### src/rtl/sync_counter_pkg.sv
// Shared types and defaults for the sync_counter_mul constant multiplier.
// Holds the engine state encoding and the cycle-counter width helper.
package sync_counter_pkg;

  localparam int WIDTH_DEFAULT  = 4;
  localparam int FACTOR_DEFAULT = 2;

  typedef enum logic [1:0] {
    IDLE  = 2'd0,
    ACCUM = 2'd1,
    DONE  = 2'd2
  } state_t;

  // Counter must hold 0..FACTOR; a zero-width counter is not legal, so floor at 1.
  function automatic int cnt_width(input int factor);
    int w;
    w = $clog2(factor + 1);
    return (w > 1) ? w : 1;
  endfunction

endpackage

### src/rtl/sync_counter_ctr.sv
// Cycle counter that sequences the ACCUM additions.
// clear has priority over enable; tc flags the last ACCUM cycle (cnt == FACTOR-1).
module sync_counter_ctr
  import sync_counter_pkg::*;
#(
  parameter int FACTOR = FACTOR_DEFAULT
) (
  input  logic fast_clk,
  input  logic rst,
  input  logic clear,
  input  logic enable,
  output logic tc
);

  localparam int CW = cnt_width(FACTOR);

  logic [CW-1:0] cnt;

  always_ff @(posedge fast_clk or posedge rst) begin
    if (rst) begin
      cnt <= '0;
    end else if (clear) begin
      cnt <= '0;
    end else if (enable) begin
      cnt <= cnt + CW'(1);
    end
  end

  // With FACTOR=0 the ACCUM state is never entered, so tc is never needed.
  always_comb begin
    tc = 1'b0;
    if (FACTOR > 0) begin
      tc = (cnt == CW'(FACTOR - 1));
    end
  end

endmodule

### src/rtl/sync_counter_mul.sv
// Free-running multicycle constant multiplier: multiply = data * FACTOR mod 2^WIDTH.
// Cycle: IDLE (sample data) -> ACCUM x FACTOR -> DONE (publish product) -> IDLE.
module sync_counter_mul
  import sync_counter_pkg::*;
#(
  parameter int WIDTH  = WIDTH_DEFAULT,
  parameter int FACTOR = FACTOR_DEFAULT
) (
  input  logic             fast_clk,
  input  logic             rst,
  input  logic [WIDTH-1:0] data,
  output logic [WIDTH-1:0] multiply,
  output logic             done
);

  state_t           state;
  state_t           state_next;
  logic [WIDTH-1:0] operand;
  logic [WIDTH-1:0] acc;
  logic             tc;

  sync_counter_ctr #(
    .FACTOR (FACTOR)
  ) u_ctr (
    .fast_clk (fast_clk),
    .rst      (rst),
    .clear    (state == IDLE),
    .enable   (state == ACCUM),
    .tc       (tc)
  );

  always_ff @(posedge fast_clk or posedge rst) begin
    if (rst) begin
      state <= IDLE;
    end else begin
      state <= state_next;
    end
  end

  always_comb begin
    state_next = state;
    case (state)
      IDLE:    state_next = (FACTOR > 0) ? ACCUM : DONE;
      ACCUM:   if (tc) state_next = DONE;
      DONE:    state_next = IDLE;
      default: state_next = IDLE;
    endcase
  end

  // done is high for exactly the one cycle following a multiply update.
  always_ff @(posedge fast_clk or posedge rst) begin
    if (rst) begin
      operand  <= '0;
      acc      <= '0;
      multiply <= '0;
      done     <= 1'b0;
    end else begin
      done <= (state == DONE);
      case (state)
        IDLE: begin
          operand <= data;
          acc     <= '0;
        end
        ACCUM:   acc <= acc + operand;
        DONE:    multiply <= acc;
        default: acc <= '0;
      endcase
    end
  end

endmodule

### config.mk
export PLATFORM = sky130hd
export DESIGN_NAME = sync_counter_mul
export DESIGN_NICKNAME = d
export VERILOG_FILES = /design/src/rtl/sync_counter_pkg.sv /design/src/rtl/sync_counter_ctr.sv /design/src/rtl/sync_counter_mul.sv
export SDC_FILE = /design/constraint.sdc
export NUM_CORES = 1
export LEC_CHECK = 0
export ABC_AREA = 0
export CAP_MARGIN = 25
export CORE_AREA = 2 2 42 44
export CTS_CLUSTER_SIZE = 20
export DETAILED_ROUTE_END_ITERATION = 16
export DIE_AREA = 0 0 44 46
export MAX_ROUTING_LAYER = met4
export PLACE_DENSITY_LB_ADDON = 0.05
export REMOVE_ABC_BUFFERS = 1
export SYNTH_ARGS = -nofsm -noshare
export SYNTH_HDL_FRONTEND = slang
export SYNTH_SLANG_ARGS = --single-unit
### constraint.sdc
create_clock -name fast_clk -period 5 [get_ports fast_clk]
set_clock_uncertainty 0.05 [all_clocks]
set_input_delay 0.5 -clock fast_clk [delete_from_list [all_inputs] [get_ports fast_clk]]
set_output_delay 0.5 -clock fast_clk [all_outputs]
set_load 0.005 [all_outputs]
Yosys cells after proc, flatten, opt, wreduce, memory -nomap -nowiden
Index checks and enable logic that the tools add are counted.
Widths: inputs -> output; s select.
{"block": "op_classes", "addsub": 2, "eq_ne": 4, "mux": 5, "n_reduce_logical": 2}
{"op": "$pmux 4 s2", "n": 1}
{"op": "$mux 2", "n": 3}
{"op": "$add 4x4->4", "n": 1}
{"op": "$eq 2x1->1 const B", "n": 2}
{"op": "$pmux 2 s2", "n": 1}
{"op": "$add 2x1->2 const B", "n": 1}
{"op": "$eq 2x2->1 const B", "n": 1}
{"op": "$logic_not 2->1", "n": 1}
{"op": "$ne 2x2->1 const B", "n": 1}
{"op": "$reduce_bool 2->1", "n": 1}
{"block": "word_totals", "reg_bits": 17, "out_inout_bits": 5, "elab_cells": 19}

Depth between registers and ports, before layout
Gate-level depths: netlist of the first run.
{"block": "logic_depth", "ltp_word": 3, "ltp_mapped": 5, "mapped_depth_nobuf": 5}

By module
Synthesis of the first run repeated with hierarchy kept, for this count alone.
{"block": "unflattened", "cells_unflattened": 59, "hier_area_um2": 747.0}
{"mod": "sync_counter_mul", "n_inst": 1, "cells_each": 50, "area_per_inst_um2": 653.1}
{"mod": "sync_counter_ctr", "n_inst": 1, "cells_each": 9, "area_per_inst_um2": 93.8}

Worst setup path before layout of the first run
Ideal clock, no wire load.
{"block": "synth_timing", "kind": "flip-flop to flip-flop", "start": "reg operand[1]", "end": "reg acc[3]", "arrival_time_ps": 1602, "required_time_ps": 4826, "setup_slack_ps": 3224, "stages_incl_launch_ff": 6, "synth_period_minus_slack_ps": 1776, "cell_sequence": "dfrtp_1 > ha_1 > and3_1 > or3_1 > and3_1 > a211o_1"}
{"block": "synth_via", "elab_chain_len": 2}
{"item": "start: declaration", "line_no": "sync_counter_mul.sv:18", "text": "logic [WIDTH-1:0] operand;"}
{"item": "start signal: assignment", "line_no": "sync_counter_mul.sv:61", "text": "operand <= data;"}
{"item": "$add 4x4->4", "line_no": "sync_counter_mul.sv:64", "text": "ACCUM: acc <= acc + operand;"}
{"item": "$pmux 4 s2", "line_no": "sync_counter_mul.sv:59", "text": "case (state)"}
{"item": "end signal: assignment", "line_no": "sync_counter_mul.sv:64"}
{"item": "end: declaration", "line_no": "sync_counter_mul.sv:19", "text": "logic [WIDTH-1:0] acc;"}
Every way passes these cells.
A chain may end at the register's enable or synchronous reset.

Worst setup path after layout of the first run
Same ends and word-level chain as after synthesis.

==> results.toml, run 1 <==
[clock_network]
cts_setup_buffers = 0
path_clk_slew_ns = 0.09
cts_root_buffer = "clkbuf_4"
cts_max_path_buffers = 2
ctsResizeCount = 0
cts_hold_buf = 0
clk-insertion-delay-late_ns = 0.28
cts_tree = "yes"
cts.sinks = 17
htree_levels = 1
cts_made_buffers = 3

[setup_path]
worstSetupEndpointType = "flip-flop"
worst_path_most_repeated_cell = "and3_1"
r2r_start = "operand[1]"
critPathSlowestCell = "dfrtp_1"
crit_chain = "ha_1 -> and3_1 -> or3_1 -> and3_1 -> a211o_1"
cp.required_ns = 5.13
rrSetupSlack_ns = 3.15
critPathMaxFanout = 3
rr_endpoint = "acc[3]"
r2r_cells = 5
crit_arrival_ns = 1.98
critical_path_class = "flip-flop to flip-flop"
cpPeakStageDelay_ns = 0.43
start_kind = "flip-flop"

[detailed_routing]
drtIter0Drc = 4
drt_drc_violations_left = 0
first_pass_iters = 3
vias = 470
vias_per_cell = 5.34
totalWireLength_um = 1150
antenna_left = 0
avgRoutedWirePerCell_um = 13.1

[outcome]
status = "complete, no violations"

[power]
share_comb_of_total_power_pct = 9.8
p_per_area_nw_per_um2 = 276
vdd_drop_max_v = 0.000165
seqPwrFrac_pct = 60.5
p_int_w = 0.000190
p_sw_share_pct = 21.5
leakage_nw = 0.422
p_switching_w = 0.0000522
clockPowerShare_pct = 29.7

[floorplanning]
io_pins = 11
core_um2 = 1610
die_w_um = 44
initial_core_util_pct = 45.7
dieArea_um2 = 2020
rows = 15
die_h_um = 46

[finish]
final_cells = 88
final_nets = 83
final_util_pct = 54.5
area_growth_syn_to_layout_pct = 19.4
drive_gt1_share_pct = 5.63
fillers = 143
layout_commonest_cell = "dfrtp_1"
insertedDiodeCount = 0
multi_input_area_um2 = 295
fin_area_um2 = 880
mostFrequentLayoutCells = "dfrtp_1, clkdlybuf4s50_1, mux2_1"
regArea_um2 = 425

[placed_design]
place.gp.congestion = 0.747
port_buffers = 10
dpl_cell_area_um2 = 853
dp_cells = 84
dp_hpwl_um = 835

[sta]
max_slew.worst_pin.slew_ns = 0.644
drv_slew = 0
hold_violations = 0
grt_setup_unrepaired = "no"
finalCritPeriodShare_pct = 37.0
setup_viol = 0
fmax_mhz = 541
fin_crit_ns = 1.85
tns_ns = 0
relSlewSlack_pct = 57.0
hold_ws_ns = 0.444

[global_route]
grt_pass1_vias = 446
track_usage_pct = 13.8
antenna_found_initial = 0
grt_max_degree = 18
grt.overflow.total = 0
grt_pass1_wl_um = 1890

[logic_synthesis]
synthCells = 58
syn_avg_cell_area_um2 = 12.7
synth_cell_types = 21
ys_seq_area_share_pct = 57.7
ys.warnings.count = 0
ys_seq_elements = 17
synthesis.area_um2 = 737

[min_path]
worstHoldPathType = "flip-flop to flip-flop"
min_path_cells = 1
worstHoldStart = "multiply[1]"
min_to = "multiply[1]"

[job]
max-cap-violations = 0
## stage by stage
stage,total power [W],setup WS (ns)
detailed placement,0.000174,3.16
CTS,0.000248,3.14
floorplan,0.000159,3.22
finish,0.000243,3.15
global route,0.000256,3.08
global placement,0.000173,3.18
## layout make-up
type,count,share of cell area (%)
clock buffers,4,2.99
well taps,17,2.42
repair buffers,10,11.4
inverters,3,1.28
multi-input cells,37,33.6
flip-flops and latches,17,48.4
## power by group through the flow
stage	sequential, W	clock [W]	combinational, W
2_1_floorplan	0.000150	0	0.00000912
4_1_cts	0.000147	0.0000770	0.0000244
3_3_place_gp	0.000150	0	0.0000238
3_5_place_dp	0.000150	0	0.0000242
6_report	0.000147	0.0000721	0.0000238
5_1_grt	0.000148	0.0000814	0.0000265
## flip-flops by register name, indices dropped and copies added (netlist names)
signal and flops:
done 1, operand 4, u_ctr.cnt 2, multiply 4
state 2, acc 4
## synthesized netlist by cell type
cell	n	area share (%)
dfrtp_1	17	58
mux2_1	7	11
ha_1	4	6.8
nand2_1	4	2.0
inv_1	3	1.5
o21ai_0	3	2.0
a21oi_1	2	1.4
a22o_1	2	2.4
and3_1	2	1.7
nor2b_1	2	1.7
o21ai_1	2	1.4
a211o_1	1	1.2
a21o_1	1	1.0
and2_1	1	0.85
buf_2	1	0.68
fa_1	1	2.7
nand2b_1	1	0.85
nor2_1	1	0.51
nor2_2	1	0.85
or3_1	1	0.85
xnor2_1	1	1.2
## cells by family (layout without fill, tap and decap cells)
logic type	count (synthesis)	after routing	synth area share, %
XOR/XNOR	1	1	1.19
adder cells (fa/ha/maj)	5	5	9.51
flip-flops	17	17	57.7
multiplexers	7	7	10.7
AO/OA/AOI/OAI	11	11	9.34
AND/OR/NAND/NOR	13	13	9.34
buffers and inverters	4	17	2.21
## worst max path at each step
stage	startpoint	end	slack [ns]	depth (start not counted)
3_3_place_gp	operand[1]	acc[3]	3.18	5
3_5_place_dp	operand[1]	acc[3]	3.16	5
5_1_grt	operand[1]	acc[3]	3.08	5
6_report	operand[1]	acc[3]	3.15	5
4_1_cts	operand[1]	acc[3]	3.14	5
2_1_floorplan	operand[1]	acc[3]	3.22	5
## routing by layer
layer | track usage [%] | vias to the layer above | part of all wire (%)
li1 | - | 228 | -
met1 | 16.8 | 233 | 48
met2 | 21.2 | 7 | 49
met3 | 2.38 | 2 | 2.5
met4 | 9.09 | 0 | 0.44
met5 | - | - | 0
## worst max-delay path: cells and delay by family, from the launching register on
family                   cells  cell delay [ns]
AO/OA/AOI/OAI                1             0.25
flip-flops                   1             0.43
adder cells (fa/ha/maj)      1             0.29
AND/OR/NAND/NOR              3             0.71
Note: power is estimated with default switching activity, not from simulation.
==> inputs of run 2 (changes only) <==
CORE_AREA = 2 2 44 46   (was 2 2 42 44)
DIE_AREA = 0 0 46 48   (was 0 0 44 46)
clock period = 1.5 ns   (was 5 ns; I/O delays follow)
==> results.toml, run 2 (synthesis results as in run 1) <==
[finish]
top_regs = "acc x4, multiply x4, operand x4"
area_growth_syn_to_layout_pct = 32.4
drive_gt1_share_pct = 21.3
final_nets = 92
insertedDiodeCount = 0
layout_commonest_cell = "dfrtp_1"
mostFrequentLayoutCells = "dfrtp_1, clkdlybuf4s50_1, buf_4"
fin_area_um2 = 976

[outcome]
violations = "setup timing"
status = "finished, violations left"

[power]
share_comb_of_total_power_pct = 11.0
p_switching_w = 0.000180
p_per_area_nw_per_um2 = 843
p_sw_share_pct = 21.8
vdd_drop_max_v = 0.000668
leakage_nw = 0.470
clockPowerShare_pct = 29.5
p_int_w = 0.000643
seqPwrFrac_pct = 59.5
p_total_w = 0.000823

[floorplanning]
io_pins = 11
core_um2 = 1690
rows = 15
initial_core_util_pct = 43.6
dieArea_um2 = 2210
die_h_um = 48
die_w_um = 46

[placed_design]
dp_hpwl_um = 941
dpl_cell_area_um2 = 906
place.gp.congestion = 0.701
port_buffers = 10

[clock_network]
path_clk_slew_ns = 0.10
htree_levels = 1
cts_max_path_buffers = 2
cts_root_buffer = "clkbuf_4"
cts.sinks = 17
cts_hold_buf = 0
cts_made_buffers = 3
clk-insertion-delay-late_ns = 0.28
cts_tree = "yes"

[detailed_routing]
first_pass_iters = 4
avgRoutedWirePerCell_um = 13.3
drtIter0Drc = 8
antenna_left = 0
drt_drc_violations_left = 0
totalWireLength_um = 1290
vias_per_cell = 5.10
vias = 495

[setup_path]
crit_start = "acc[2]"
critPathSlowestCell = "dfrtp_1"
rr_endpoint = "acc[3]"
rrSetupSlack_ns = -0.25
crit_end = "acc[3]"
cp.required_ns = 1.63
worstSetupEndpointType = "flip-flop"
r2r_start = "acc[2]"
start_kind = "flip-flop"
crit_chain = "ha_4 -> a21o_1 -> or3_1 -> and3_1 -> a211o_1"
r2r_cells = 5
cpPeakStageDelay_ns = 0.42
crit_arrival_ns = 1.88
critPathMaxFanout = 3
critical_path_class = "flip-flop to flip-flop"

[global_route]
grt.overflow.total = 0
grt_pass1_vias = 489
track_usage_pct = 15.4
antenna_found_initial = 0
grt_max_degree = 18
grt_pass1_wl_um = 2210

[sta]
hold_violations = 0
relSlewSlack_pct = 75.1
max_slew.worst_pin.slew_ns = 0.372
setup_viol = 1
worst_slack_ns = -0.253
grt_setup_unrepaired = "yes"
drv_slew = 0
finalCritPeriodShare_pct = 117
fin_crit_ns = 1.75
fmax_mhz = 571

[min_path]
worstHoldPathType = "input port to async pin"

[job]
max-cap-violations = 0
[run 2: layout make-up]
type | instances | area, um2
well taps | 17 | 21.3
clock buffers | 4 | 26.3
fillers | 150 | 713
multi-input cells | 37 | 320
inverters | 3 | 11.3
repair buffers | 19 | 171
flip-flops and latches | 17 | 425
[run 2: per-layer routing]
metal | routed length (um) | up-vias | GRT usage [%]
met1 | 608 | 242 | 20.1
met3 | 31 | 2 | 2.26
li1 | - | 244 | -
met4 | 7 | 0 | 8.57
met2 | 640 | 7 | 23.1
met5 | 0 | - | -
[run 2: timing repair]
item / 4_1_cts / 5_1_grt
pin swaps: 1 / 7
gates resized for setup: 3 / 3
setup endpoints to repair: 3 / 3
setup buffers: 0 / 2
[run 2: worst max-delay path, delay by kind of cell, from the launching register on]
family,cells,cell delay [ns]
flip-flops,1,0.42
AO/OA/AOI/OAI,2,0.38
adder cells (fa/ha/maj),1,0.25
AND/OR/NAND/NOR,2,0.55
[run 2: worst min-delay path by stage]
| stage | start | end | slack, ns | cells past startpoint |
|---|---|---|---|---|
| floorplan | rst | acc[0] | 0.03 | 1 |
| global placement | multiply[0] | multiply[0] | 0.42 | 1 |
| finish | rst | u_ctr.cnt[0] | 0.11 | 3 |
| global route | rst | u_ctr.cnt[0] | 0.15 | 3 |
| CTS | rst | u_ctr.cnt[0] | 0.10 | 3 |
| detailed placement | multiply[3] | multiply[3] | 0.42 | 1 |
[run 2: power groups by stage]
stage	Clock, W	Sequential, W	Combinational (W)
after CTS	0.000263	0.000489	0.0000893
after global routing	0.000281	0.000492	0.000103
after detailed placement	0	0.000498	0.0000884
after global placement	0	0.000498	0.0000869
final	0.000243	0.000489	0.0000905
after floorplan	0	0.000499	0.0000304
[run 2: metrics by stage]
| stage | hold slack [ns] | cells | setup slack, ns | TNS [ns] | utilization [%] |
|---|---|---|---|---|---|
| after CTS | 0.104 | 95 | -0.314 | -0.314 | 55.5 |
| final | 0.109 | 97 | -0.253 | -0.253 | 57.8 |
| after floorplan | 0.0261 | 57 | -0.276 | -0.276 | - |
| after global placement | 0.419 | 91 | -0.281 | -0.328 | 53.6 |
| after global routing | 0.155 | 97 | -0.313 | -0.343 | 57.8 |
| after detailed placement | 0.424 | 91 | -0.295 | -0.393 | 53.6 |
